<file path="config.mk">
export PLATFORM = sky130hd
export DESIGN_NAME = score_event_gen
export DESIGN_NICKNAME = d
export VERILOG_FILES = /design/src/rtl/score_event_gen.sv
export SDC_FILE = /design/constraint.sdc
export NUM_CORES = 1
export LEC_CHECK = 0
export BUFFER_PORTS_ARGS = -buffer_cell sky130_fd_sc_hd__buf_2
export CAP_MARGIN = 0
export CORE_ASPECT_RATIO = 1.4
export CORE_UTILIZATION = 51
export DETAILED_ROUTE_END_ITERATION = 7
export GPL_TIMING_DRIVEN = 0
export PLACE_DENSITY = 0.83
export SLEW_MARGIN = 5
export SYNTH_ARGS = -nofsm -noshare
export SYNTH_HDL_FRONTEND = slang
export SYNTH_SLANG_ARGS = --single-unit
</file>
<file path="constraint.sdc">
create_clock -name clk -period 2.03 [get_ports clk]
set_input_delay 0.406 -clock clk [delete_from_list [all_inputs] [get_ports clk]]
set_output_delay 0.406 -clock clk [all_outputs]
set_load 0.005 [all_outputs]
</file>
<file path="src/rtl/score_event_gen.sv">
// Tic-tac-toe round evaluator: after each move it looks for completed lines and
// sends one fixed-width increment pulse to the winning side's score counter.
module score_event_gen #(
  parameter int PULSE_LEN = 2
) (
  input  logic        clk,
  input  logic        reset,
  input  logic [17:0] board,
  input  logic        move_done,
  input  logic        new_game,
  output logic        inc_x,
  output logic        inc_o,
  output logic        game_over,
  output logic [1:0]  winner,
  output logic [7:0]  win_line
);

  typedef enum logic [1:0] {IDLE, EVAL, PULSE, OVER} state_t;

  localparam logic [3:0] LAST = 4'(PULSE_LEN - 1);

  state_t      state;
  logic [17:0] board_p0;
  logic [3:0]  cnt;
  logic [7:0]  x_lines;
  logic [7:0]  o_lines;
  logic        full;

  function automatic logic [7:0] lines_of(input logic [17:0] b, input logic [1:0] who);
    logic [8:0] own;
    logic [7:0] l;
    for (int i = 0; i < 9; i++) own[i] = (b[2*i +: 2] == who);
    l[0] = own[0] & own[1] & own[2];
    l[1] = own[3] & own[4] & own[5];
    l[2] = own[6] & own[7] & own[8];
    l[3] = own[0] & own[3] & own[6];
    l[4] = own[1] & own[4] & own[7];
    l[5] = own[2] & own[5] & own[8];
    l[6] = own[0] & own[4] & own[8];
    l[7] = own[2] & own[4] & own[6];
    return l;
  endfunction

  // Code 11 counts as empty, so a cell is occupied only when it holds exactly X or O.
  function automatic logic board_full(input logic [17:0] b);
    logic f;
    f = 1'b1;
    for (int i = 0; i < 9; i++)
      if (b[2*i +: 2] != 2'b01 && b[2*i +: 2] != 2'b10) f = 1'b0;
    return f;
  endfunction

  always_comb begin
    x_lines = lines_of(board_p0, 2'b01);
    o_lines = lines_of(board_p0, 2'b10);
    full    = board_full(board_p0);
  end

  always_ff @(posedge clk or posedge reset) begin
    if (reset) begin
      state     <= IDLE;
      board_p0  <= '0;
      cnt       <= '0;
      inc_x     <= 1'b0;
      inc_o     <= 1'b0;
      game_over <= 1'b0;
      winner    <= 2'b00;
      win_line  <= '0;
    end else begin
      case (state)
        IDLE: begin
          if (move_done) begin
            board_p0 <= board;
            state    <= EVAL;
          end
        end
        EVAL: begin
          if ((|x_lines) && (|o_lines)) begin
            winner    <= 2'b11;
            win_line  <= '0;
            game_over <= 1'b1;
            state     <= OVER;
          end else if (|x_lines) begin
            winner   <= 2'b01;
            win_line <= x_lines;
            inc_x    <= 1'b1;
            cnt      <= '0;
            state    <= PULSE;
          end else if (|o_lines) begin
            winner   <= 2'b10;
            win_line <= o_lines;
            inc_o    <= 1'b1;
            cnt      <= '0;
            state    <= PULSE;
          end else if (full) begin
            winner    <= 2'b00;
            win_line  <= '0;
            game_over <= 1'b1;
            state     <= OVER;
          end else begin
            state <= IDLE;
          end
        end
        // cnt tops out at PULSE_LEN-1 (<= 14), so it can never wrap.
        PULSE: begin
          if (cnt == LAST) begin
            inc_x     <= 1'b0;
            inc_o     <= 1'b0;
            game_over <= 1'b1;
            state     <= OVER;
          end else begin
            cnt <= cnt + 4'd1;
          end
        end
        OVER: begin
          if (new_game) begin
            winner    <= 2'b00;
            win_line  <= '0;
            game_over <= 1'b0;
            state     <= IDLE;
          end
        end
        default: state <= IDLE;
      endcase
    end
  end

endmodule
</file>
==> run metrics, run 1 <==
status complete, but fails checks; failing checks design-rule violations, negative setup slack; initial antenna violation count 0; r2r worst-path depth 8; Total Negative Setup Slacks -0.06065 ns; post-synth top area cell dfrtp_1; Primary FF master, synth dfrtp_1; per-cell routed wire length 16.57 µm; Power Total approximately 4.2 mW; clock-pin slew on the worst setup and hold paths ~0.08 ns; die area 4517 µm²; gr ovfl total 0; Slew Viols, Final 0; Critical-path top delay cell dfrtp_1; Critical Path Max Stage Delay 0.41 ns; critical-path cell list inv_2 > ha_4 > a22o_1 > a22oi_2 > nand2_4 > buf_4 > o32ai_1 > a22o_1; worst reg-to-reg setup slack -0.04 ns; Starting Density a little over half; Post-CTS Hold Fix Bufs 0; clock latency on the worst-skew pair ~0.30 ns; RSZ-0062 raised after global routing yes; share of cells above drive strength 1 about a third; crit path time final just over 2 ns; EDFF count, synth 0; GPL Wtd Cong about 0.99; Worst Tran Pin Value 0.7490 ns; Commonest cells post-synth dfrtp_1, nand2_1, inv_1, ha_1, o21ai_0; Post-route DRC 4; CP arrival 2.30 ns; Sink Count 37; share of the synthesized area in the top cell type about 43%; Synth warnings 0; leakage between 1 and 1.5 nW; kind of end point of the critical path flop; skew final between 0.01 and 0.015 ns; row count 27; slack of the critical path -0.03870 ns; num ports 35; Reg-to-Reg Start board_p0[0]; Antenna Nets Post-Route 0; Die H 79.13 µm; total track usage roughly a quarter; clock root cell clkbuf_8; Setup Viol. Count Final 3; Peak supply drop ~0.8 mV; FFs w/ async S/R, synth 100.0%; Routed Wire Length approximately 5400 µm; fmax slightly below 500 MHz; area delta synth->final 25.64%; number of port buffers 34; Gate Count Post-Synth 227; cell mode on critical path a22o_1; syn_nets 269; top post-synthesis cells by area dfrtp_1, ha_1, nand2_1; sequential fraction of the synthesis area 42.73%; critical path class reg -> reg; Max-Cap Viols 0; first-pass GRT wire length roughly 8500 µm; fin nets between 300 and 400; Final Hold Fails 0; largest net degree at the start of global routing 38; die span in x 57.09 µm; CP Launch Type flop; CTS buffer count 5; Tightest Hold Check Type in -> async; CTS tree built; Worst Path Max Fanout 5; Req. time, crit path between 2 and 2.5 ns; power per cell area 1553 nW/µm²; Yosys cell types 36; Max Buffers Root-to-Sink 2; H-tree depth 2; vias in the first global route roughly 1900; TritonRoute pass-1 iters 8; Synth Cell Area ~2200 µm²; detailed-route via count slightly below 2000; Core Box Area ~4000 µm²; Post-DP HPWL around 3500 µm; initial DRC count around 110; register bit total from synthesis 37; reg2reg end win_line[1]; DR vias/cell 6.071; max_slew headroom 49.99%; Mapped Avg Cell Area ~9.5 µm²; Hold Slack approximately 0.23 ns; Tcrit/Tclk final 101.9%; antenna cells 0
## per-layer routing
layer	track usage [%]	vias up	wire length (µm)
li1	-	928	-
met1	26.32	943	2062
met2	44.71	76	2862
met3	5.537	26	238
met4	12.68	0	220
met5	0	-	0
## repair_timing
| action | in CTS | in global routing |
|---|---|---|
| resized for setup | 20 | 20 |
| setup buffers | 7 | 6 |
| cloned | 1 | 0 |
| setup endpoints to repair | 26 | 15 |
| pin swaps | 3 | 15 |
## power by group
| group | switching (mW) | internal (mW) |
|---|---|---|
| combinational | 1.36 | 1.07 |
| sequential | 0.245 | 1.06 |
| clock | 0.251 | 0.238 |
| total | 1.86 | 2.37 |
## final cells by class
class	instances	area [µm²]
multi-input cells	158	1265
fillers	300	1264
flip-flops and latches	37	925.9
repair buffers	48	279.0
inverters	24	90.09
clock buffers	6	72.57
well taps	43	53.80
plain buffers	7	26.28
clock inverters	2	10.01
## worst max path at each step
stage / start / endpoint / slack [ns]
5_1_grt: board_p0[9] / winner[0] / -0.09
2_1_floorplan: board_p0[8] / win_line[0] / 0.001
3_5_place_dp: board_p0[10] / win_line[5] / -0.36
6_report: board_p0[0] / win_line[1] / -0.04
4_1_cts: board_p0[14] / win_line[4] / 0.005
3_3_place_gp: board_p0[10] / win_line[1] / -0.33
## critical path, delay by kind of cell (launching register included)
family                   cells  cell delay, ns
buffers and inverters        2            0.25
flip-flops                   1            0.41
AO/OA/AOI/OAI                4            1.06
AND/OR/NAND/NOR              1            0.11
adder cells (fa/ha/maj)      1            0.18
## cell usage in the layout, fill, tap and decap left out, types with 2 or more instances in the layout
cell type	netlist	routed
a22o_4	1	2
a21oi_2	0	2
nand2_4	1	2
ha_4	0	4
o22ai_1	9	8
a22oi_2	0	2
clkbuf_8	0	5
o211ai_1	2	2
dfrtp_1	37	37
inv_2	0	8
nand4_1	2	2
o32ai_1	4	4
ha_2	0	8
clkbuf_1	6	7
a22o_2	4	3
a22oi_4	2	2
nand3_1	11	9
nand3_2	0	2
a22o_1	13	13
buf_4	0	13
a21oi_1	6	4
ha_1	20	8
a41oi_1	2	2
nand2_1	37	37
clkinv_2	0	2
inv_1	24	16
o21ai_0	20	20
buf_2	0	34
nor4_2	0	2
nor2_1	5	5
## sequential cells by signal, indices dropped and copies added, names as in the netlist, named ones only
register   cells
board_p0      18
cnt            4
game_over      1
inc_o          1
inc_x          1
state          1
win_line       8
winner         2
## stage by stage
stage,instances,util (%),cell area (µm²),worst slack (ns)
floorplan,227,-,2172,0.001179
global placement,304,60.11,2396,-0.3306
detailed placement,304,60.11,2396,-0.3615
CTS,319,65.16,2597,0.005134
global route,325,68.30,2723,-0.09428
finish,325,68.30,2723,-0.03870
## kinds of logic after synthesis
kind of cell    count (synthesis)  synth area share (%)
compound gates                 71                 25.46
simple gates                   65                 13.57
flops                          37                 42.73
buf+inv                        32                 5.889
fa+ha+maj                      20                 11.55
xor+xnor                        2                0.8085
Note: power is estimated with default switching activity, not from simulation.
==> run 2, diff against run 1 <==
--- a/config.mk
+++ b/config.mk
@@ -8,10 +8,10 @@
 export BUFFER_PORTS_ARGS = -buffer_cell sky130_fd_sc_hd__buf_2
 export CAP_MARGIN = 0
 export CORE_ASPECT_RATIO = 1.4
-export CORE_UTILIZATION = 51
+export CORE_UTILIZATION = 35
 export DETAILED_ROUTE_END_ITERATION = 7
 export GPL_TIMING_DRIVEN = 0
-export PLACE_DENSITY = 0.83
+export PLACE_DENSITY = 0.63
 export SLEW_MARGIN = 5
 export SYNTH_ARGS = -nofsm -noshare
 export SYNTH_HDL_FRONTEND = slang
==> run 2 against run 1 <==
Compared with the run above:
- the flow finishes with violations (negative setup slack)
- die area rose by 44%
- critical path type unchanged
- register-to-register slack got worse by 0.02 ns
- non-clock buffer count up 6
- critical path depth rose by 1
- hold slack improved by 0.0055 ns
- setup slack worse by 0.022 ns
- clock skew down 0.0075 ns
- first-iteration DRC count rose by 54%
- cell area increased by 3.5%
==> run metrics, run 2 (synthesis results as in run 1) <==
initial DRC count 165; Peak supply drop slightly below 0.6 mV; die area between 6000 and 7000 µm²; Worst Path Max Fanout 6; most frequent cells in the layout nand2_1, dfrtp_1, buf_2; die span in x around 69 µm; Post-DP HPWL 3889 µm; num ports 35; row count 33; Tcrit/Tclk final 103.0%; Core Util, Final 47.72%; kind of end point of the critical path flop; CP arrival 2.28 ns; critical path class reg -> reg; gr ovfl total 0; Post-route DRC 0; crit path time final between 2 and 2.5 ns; # placed instances ~330; Slew Viols, Final 0; Worst Tran Pin Value between 0.7 and 0.8 ns; Non-Filler Instances 358; Antenna Nets Post-Route 0; largest registers board_p0 x18, win_line x8, cnt x4; Max-Cap Viols 0; largest net degree at the start of global routing 38; Starting Density around 37%; fmax 478.4 MHz; TritonRoute pass-1 iters 4; DR vias/cell ~5.3; Req. time, crit path 2.22 ns; max FFs per register 18; H-tree depth 2; CTS tree built; clock-pin slew on the worst setup and hold paths about 0.070 ns; Total Negative Setup Slacks -0.2202 ns; area delta synth->final 30.02%; Final Hold Fails 0; clock root cell clkbuf_8; number of port buffers 34; max_slew headroom 48.98%; GPL Wtd Cong slightly above 0.9; Setup Viol. Count Final 7; CTS buffer count 5; fin nets roughly 330; Tightest Hold Check Type in -> async; vias in the first global route about 1900; detailed-route via count between 1500 and 2000; initial antenna violation count 0; Max Buffers Root-to-Sink 2; total track usage between 10% and 20%; Die H around 95 µm; status complete, but fails checks; share of cells above drive strength 1 35.07%; Routed Wire Length between 5000 and 6000 µm; first-pass GRT wire length 8811 µm; failing checks negative setup slack; Core Box Area 5904 µm²; met1 wire length between 2000 and 2500 µm; largest reg by FF count board_p0; Post-CTS Hold Fix Bufs 0; power per cell area roughly 1600 nW/µm²; CP Launch Type flop; antenna cells 0; routed length on met3 193 µm; routed wl met2 about 2900 µm; slack of the critical path -0.06033 ns; RSZ-0062 raised after global routing yes; leakage between 1 and 1.5 nW; Top Metal Used met4; Sink Count 37; per-cell routed wire length about 15 µm; skew final roughly 0.0044 ns; clock latency on the worst-skew pair 0.30 ns
run 2: cell count changes in the layout (fill, tap and decap cells not counted), moves of 2 or more:
cell,delta
buf_4,+5
nor4_2,-2
clkbuf_8,+2
nand3_2,-2
nand3_1,+2
run 2: timing repair:
item / 4_1_cts / 5_1_grt
gates cloned: 1 / 0
endpoints found under the setup margin: 34 / 17
pin swaps: 13 / 13
resized for setup: 17 / 17
setup buffers: 12 / 6
run 2: path summary, 6_finish.rpt:
path	startpoint	end	slack, ns	cells past startpoint
max in group asynchronous	reset	win_line[2]	1.30	2
max	board_p0[8]	win_line[2]	-0.06	9
max reg2reg	board_p0[8]	win_line[2]	-0.06	9
min reg2reg	win_line[7]	win_line[7]	0.51	1
min in group clk	board[8]	board_p0[8]	0.30	3
min	reset	game_over	0.24	2
run 2: report_power, final:
group	leakage [nW]	internal, mW	switching [mW]	total [mW]
clock	0.0542	0.307	0.272	0.579
sequential	0.478	1.06	0.241	1.30
combinational	0.805	1.16	1.36	2.52
run 2: stage by stage:
step                      setup slack (ns)  hold slack [ns]  area (µm²)  total power [mW]
after floorplan                   0.001179           0.4794        2172             2.665
after global placement             -0.3599           0.4792        2430             3.149
after detailed placement           -0.3587           0.4839        2430             3.194
after CTS                         -0.03580           0.2808        2693             4.075
after global routing               -0.1485           0.3163        2818             4.740
final                             -0.06033           0.2385        2818             4.396
run 2: layout make-up:
cell class | count | area, µm²
buffer | 8 | 37.54
clock buffer | 7 | 96.34
clock inverter | 1 | 5.005
fill | 559 | 3087
inverter | 24 | 90.09
multi-input combinational | 158 | 1259
sequential | 37 | 925.9
tap | 70 | 87.58
timing repair buffer | 53 | 316.6
run 2: routing by layer:
| layer | track usage [%] | vias to the layer above |
|---|---|---|
| met4 | 8.854 | 0 |
| met5 | 0 | - |
| li1 | - | 932 |
| met1 | 20.55 | 909 |
| met3 | 3.828 | 24 |
| met2 | 31.86 | 47 |
run 2: worst max-delay path, cell delays in order (launching register included):
cell	delay, ns
dfrtp_1	0.38
inv_1	0.08
ha_2	0.26
a22o_1	0.23
a22oi_2	0.11
buf_4	0.15
buf_4	0.13
a22oi_2	0.28
o22ai_1	0.15
a22o_1	0.21
==> run 3, diff against run 2 <==
--- a/config.mk
+++ b/config.mk
@@ -7,11 +7,13 @@
 export LEC_CHECK = 0
 export BUFFER_PORTS_ARGS = -buffer_cell sky130_fd_sc_hd__buf_2
 export CAP_MARGIN = 0
+export CELL_PAD_IN_SITES_DETAIL_PLACEMENT = 0
+export CELL_PAD_IN_SITES_GLOBAL_PLACEMENT = 1
 export CORE_ASPECT_RATIO = 1.4
 export CORE_UTILIZATION = 35
 export DETAILED_ROUTE_END_ITERATION = 7
 export GPL_TIMING_DRIVEN = 0
-export PLACE_DENSITY = 0.63
+export PLACE_DENSITY = 0.74
 export SLEW_MARGIN = 5
 export SYNTH_ARGS = -nofsm -noshare
 export SYNTH_HDL_FRONTEND = slang
==> constraint.sdc (replaced) <==
create_clock -name clk -period 2.7 [get_ports clk]
set_input_delay 0.54 -clock clk [delete_from_list [all_inputs] [get_ports clk]]
set_output_delay 0.54 -clock clk [all_outputs]
set_load 0.005 [all_outputs]
==> run 3 against run 2 <==
Compared with the run above:
- the flow now finishes without violations
- utilization decreased by 4.9 points
- die area unchanged
- setup slack better by 0.24 ns
- critical path depth shrank 2
- maximum frequency decreased by 17%
- largest cell class unchanged
==> run metrics, run 3 (synthesis results as in run 1) <==
status completed; Comb power frac 50.8%; Critical-path top delay cell nor4_1; Non-Filler Instances ~340; final instance area between 2000 and 3000 µm²; Critical Path Max Stage Delay roughly 0.76 ns; post-CTS setup buffer count 0; P_sw about 1.2 mW; skew final roughly 0.008 ns; cell mode on critical path nor4_1; H-tree depth 2; slack of the critical path 0.1801 ns; Core Box Area approximately 5900 µm²; vias in the first global route roughly 1800; grt peak-use layer met2; detailed-route via count 1801; Routed Wire Length 4993 µm; Post-DP HPWL ~4000 µm; sw frac 43.01%; met1 Track Usage GR between 20% and 30%; Post-Place Worst Slack roughly 0.16 ns; first-pass GRT wire length 8424 µm; CTS tree built; clock root cell clkbuf_8; Die H between 90 and 100 µm; number of port buffers 34; Sink Count 37; power per cell area about 1100 nW/µm²; leakage 1.252 nW; Post-route DRC 0; Post-CTS Hold Fix Bufs 0; row count 33; Max Buffers Root-to-Sink 2; crit path time final approximately 2.5 ns; Final Hold Fails 0; die area approximately 6500 µm²; DR vias/cell between 5 and 6; gr ovfl total 0; initial DRC count 76; Starting Density 36.70%; Antenna Nets Post-Route 0; CTS buffer count 5; top cell family by delay on the critical path simple AND/OR/NAND/NOR gates; # placed instances between 300 and 400; Total Negative Setup Slacks 0 ns; Tcrit/Tclk final between 90% and 100%; CP Launch Type flop; RSZ-0062 raised after global routing no; area delta synth->final 16.57%; largest reg by FF count board_p0; GR Layer Usage met2 28.68%; placed inst area 2425 µm²; max_slew headroom 27.38%; antenna cells 0; Worst Tran Pin Value between 1 and 1.5 ns; GPL Wtd Cong 0.8730; Worst Path Max Fanout 10; share of cells above drive strength 1 around 20%; fin nets just over 300; critical path class reg -> reg; per-cell routed wire length 14.73 µm; largest net degree at the start of global routing 38; fmax slightly below 400 MHz; sequential power share approximately a third; Tightest Hold Check Type in -> async; most frequent cells in the layout nand2_1, dfrtp_1, buf_2; largest registers board_p0 x18, win_line x8, cnt x4; CP arrival roughly 2.7 ns; Peak supply drop between 0.4 and 0.5 mV; clock-pin slew on the worst setup and hold paths about 0.08 ns; Max-Cap Viols 0; initial antenna violation count 0; max FFs per register 18; Internal around 1.6 mW; Crit path buffers/inverters 1; Req. time, crit path 2.88 ns; Slew Viols, Final 0; num ports 35; Core Util, Final between 40% and 50%; clock latency on the worst-skew pair 0.30 ns; Clk pwr share 15.5%; Setup Viol. Count Final 0; total track usage roughly 18%; die span in x just under 70 µm; TritonRoute pass-1 iters 4; worst reg-to-reg setup slack 0.18 ns; Post-CTS Resized 0; kind of end point of the critical path flop; met3 Use GR 3.947%; critical-path cell list inv_1 > ha_1 > nor4_1 > nand2_1 > nor4_1 > o41ai_4 > a22o_1
==> run 3: changes by cell type in the layout (fill, tap and decap cells not counted), sizes merged <==
cell	previous run	this run
buf	55	36
==> run 3: through the flow <==
| step | hold slack (ns) | power, mW |
|---|---|---|
| 2_1_floorplan | 0.4794 | 1.996 |
| 3_3_place_gp | 0.4864 | 2.366 |
| 3_5_place_dp | 0.4885 | 2.405 |
| 4_1_cts | 0.4210 | 2.838 |
| 5_1_grt | 0.4497 | 3.073 |
| 6_report | 0.3706 | 2.810 |
==> run 3: path summary, 6_finish.rpt <==
path	to	startpoint	depth (start not counted)
max reg2reg	win_line[0]	board_p0[10]	7
max	win_line[0]	board_p0[10]	7
max in group asynchronous	win_line[7]	reset	2
min reg2reg	win_line[1]	win_line[1]	1
min	game_over	reset	2
min in group clk	board_p0[10]	board[10]	3
==> run 3: power by group through the flow <==
| stage | combinational, mW | sequential, mW | clock, mW |
|---|---|---|---|
| 2_1_floorplan | 1.06 | 0.934 | 0 |
| 3_3_place_gp | 1.41 | 0.951 | 0 |
| 3_5_place_dp | 1.44 | 0.963 | 0 |
| 4_1_cts | 1.44 | 0.952 | 0.441 |
| 5_1_grt | 1.63 | 0.981 | 0.464 |
| 6_report | 1.43 | 0.949 | 0.435 |
==> run 3: area by class of cell <==
class	instances	area [µm²]
buffer	8	37.54
clock buffer	7	96.34
inverter	24	90.09
sequential	37	925.9
multi-input combinational	158	1114
fill	610	3378
tap	70	87.58
timing repair buffer	34	170.2
clock inverter	1	5.005
==> run 3: worst reg2reg max path, stage by stage (launching register included) <==
cell     delay, ns
dfrtp_1       0.35
inv_1         0.06
ha_1          0.29
nor4_1        0.32
nand2_1       0.11
nor4_1        0.76
o41ai_4       0.23
a22o_1        0.29
==> run 3: layer usage <==
metal / vias to the layer above / part of all wire [%]
met5: - / 0
met4: 0 / 2.6
met3: 11 / 3.6
met2: 40 / 50
met1: 853 / 44
li1: 897 / -
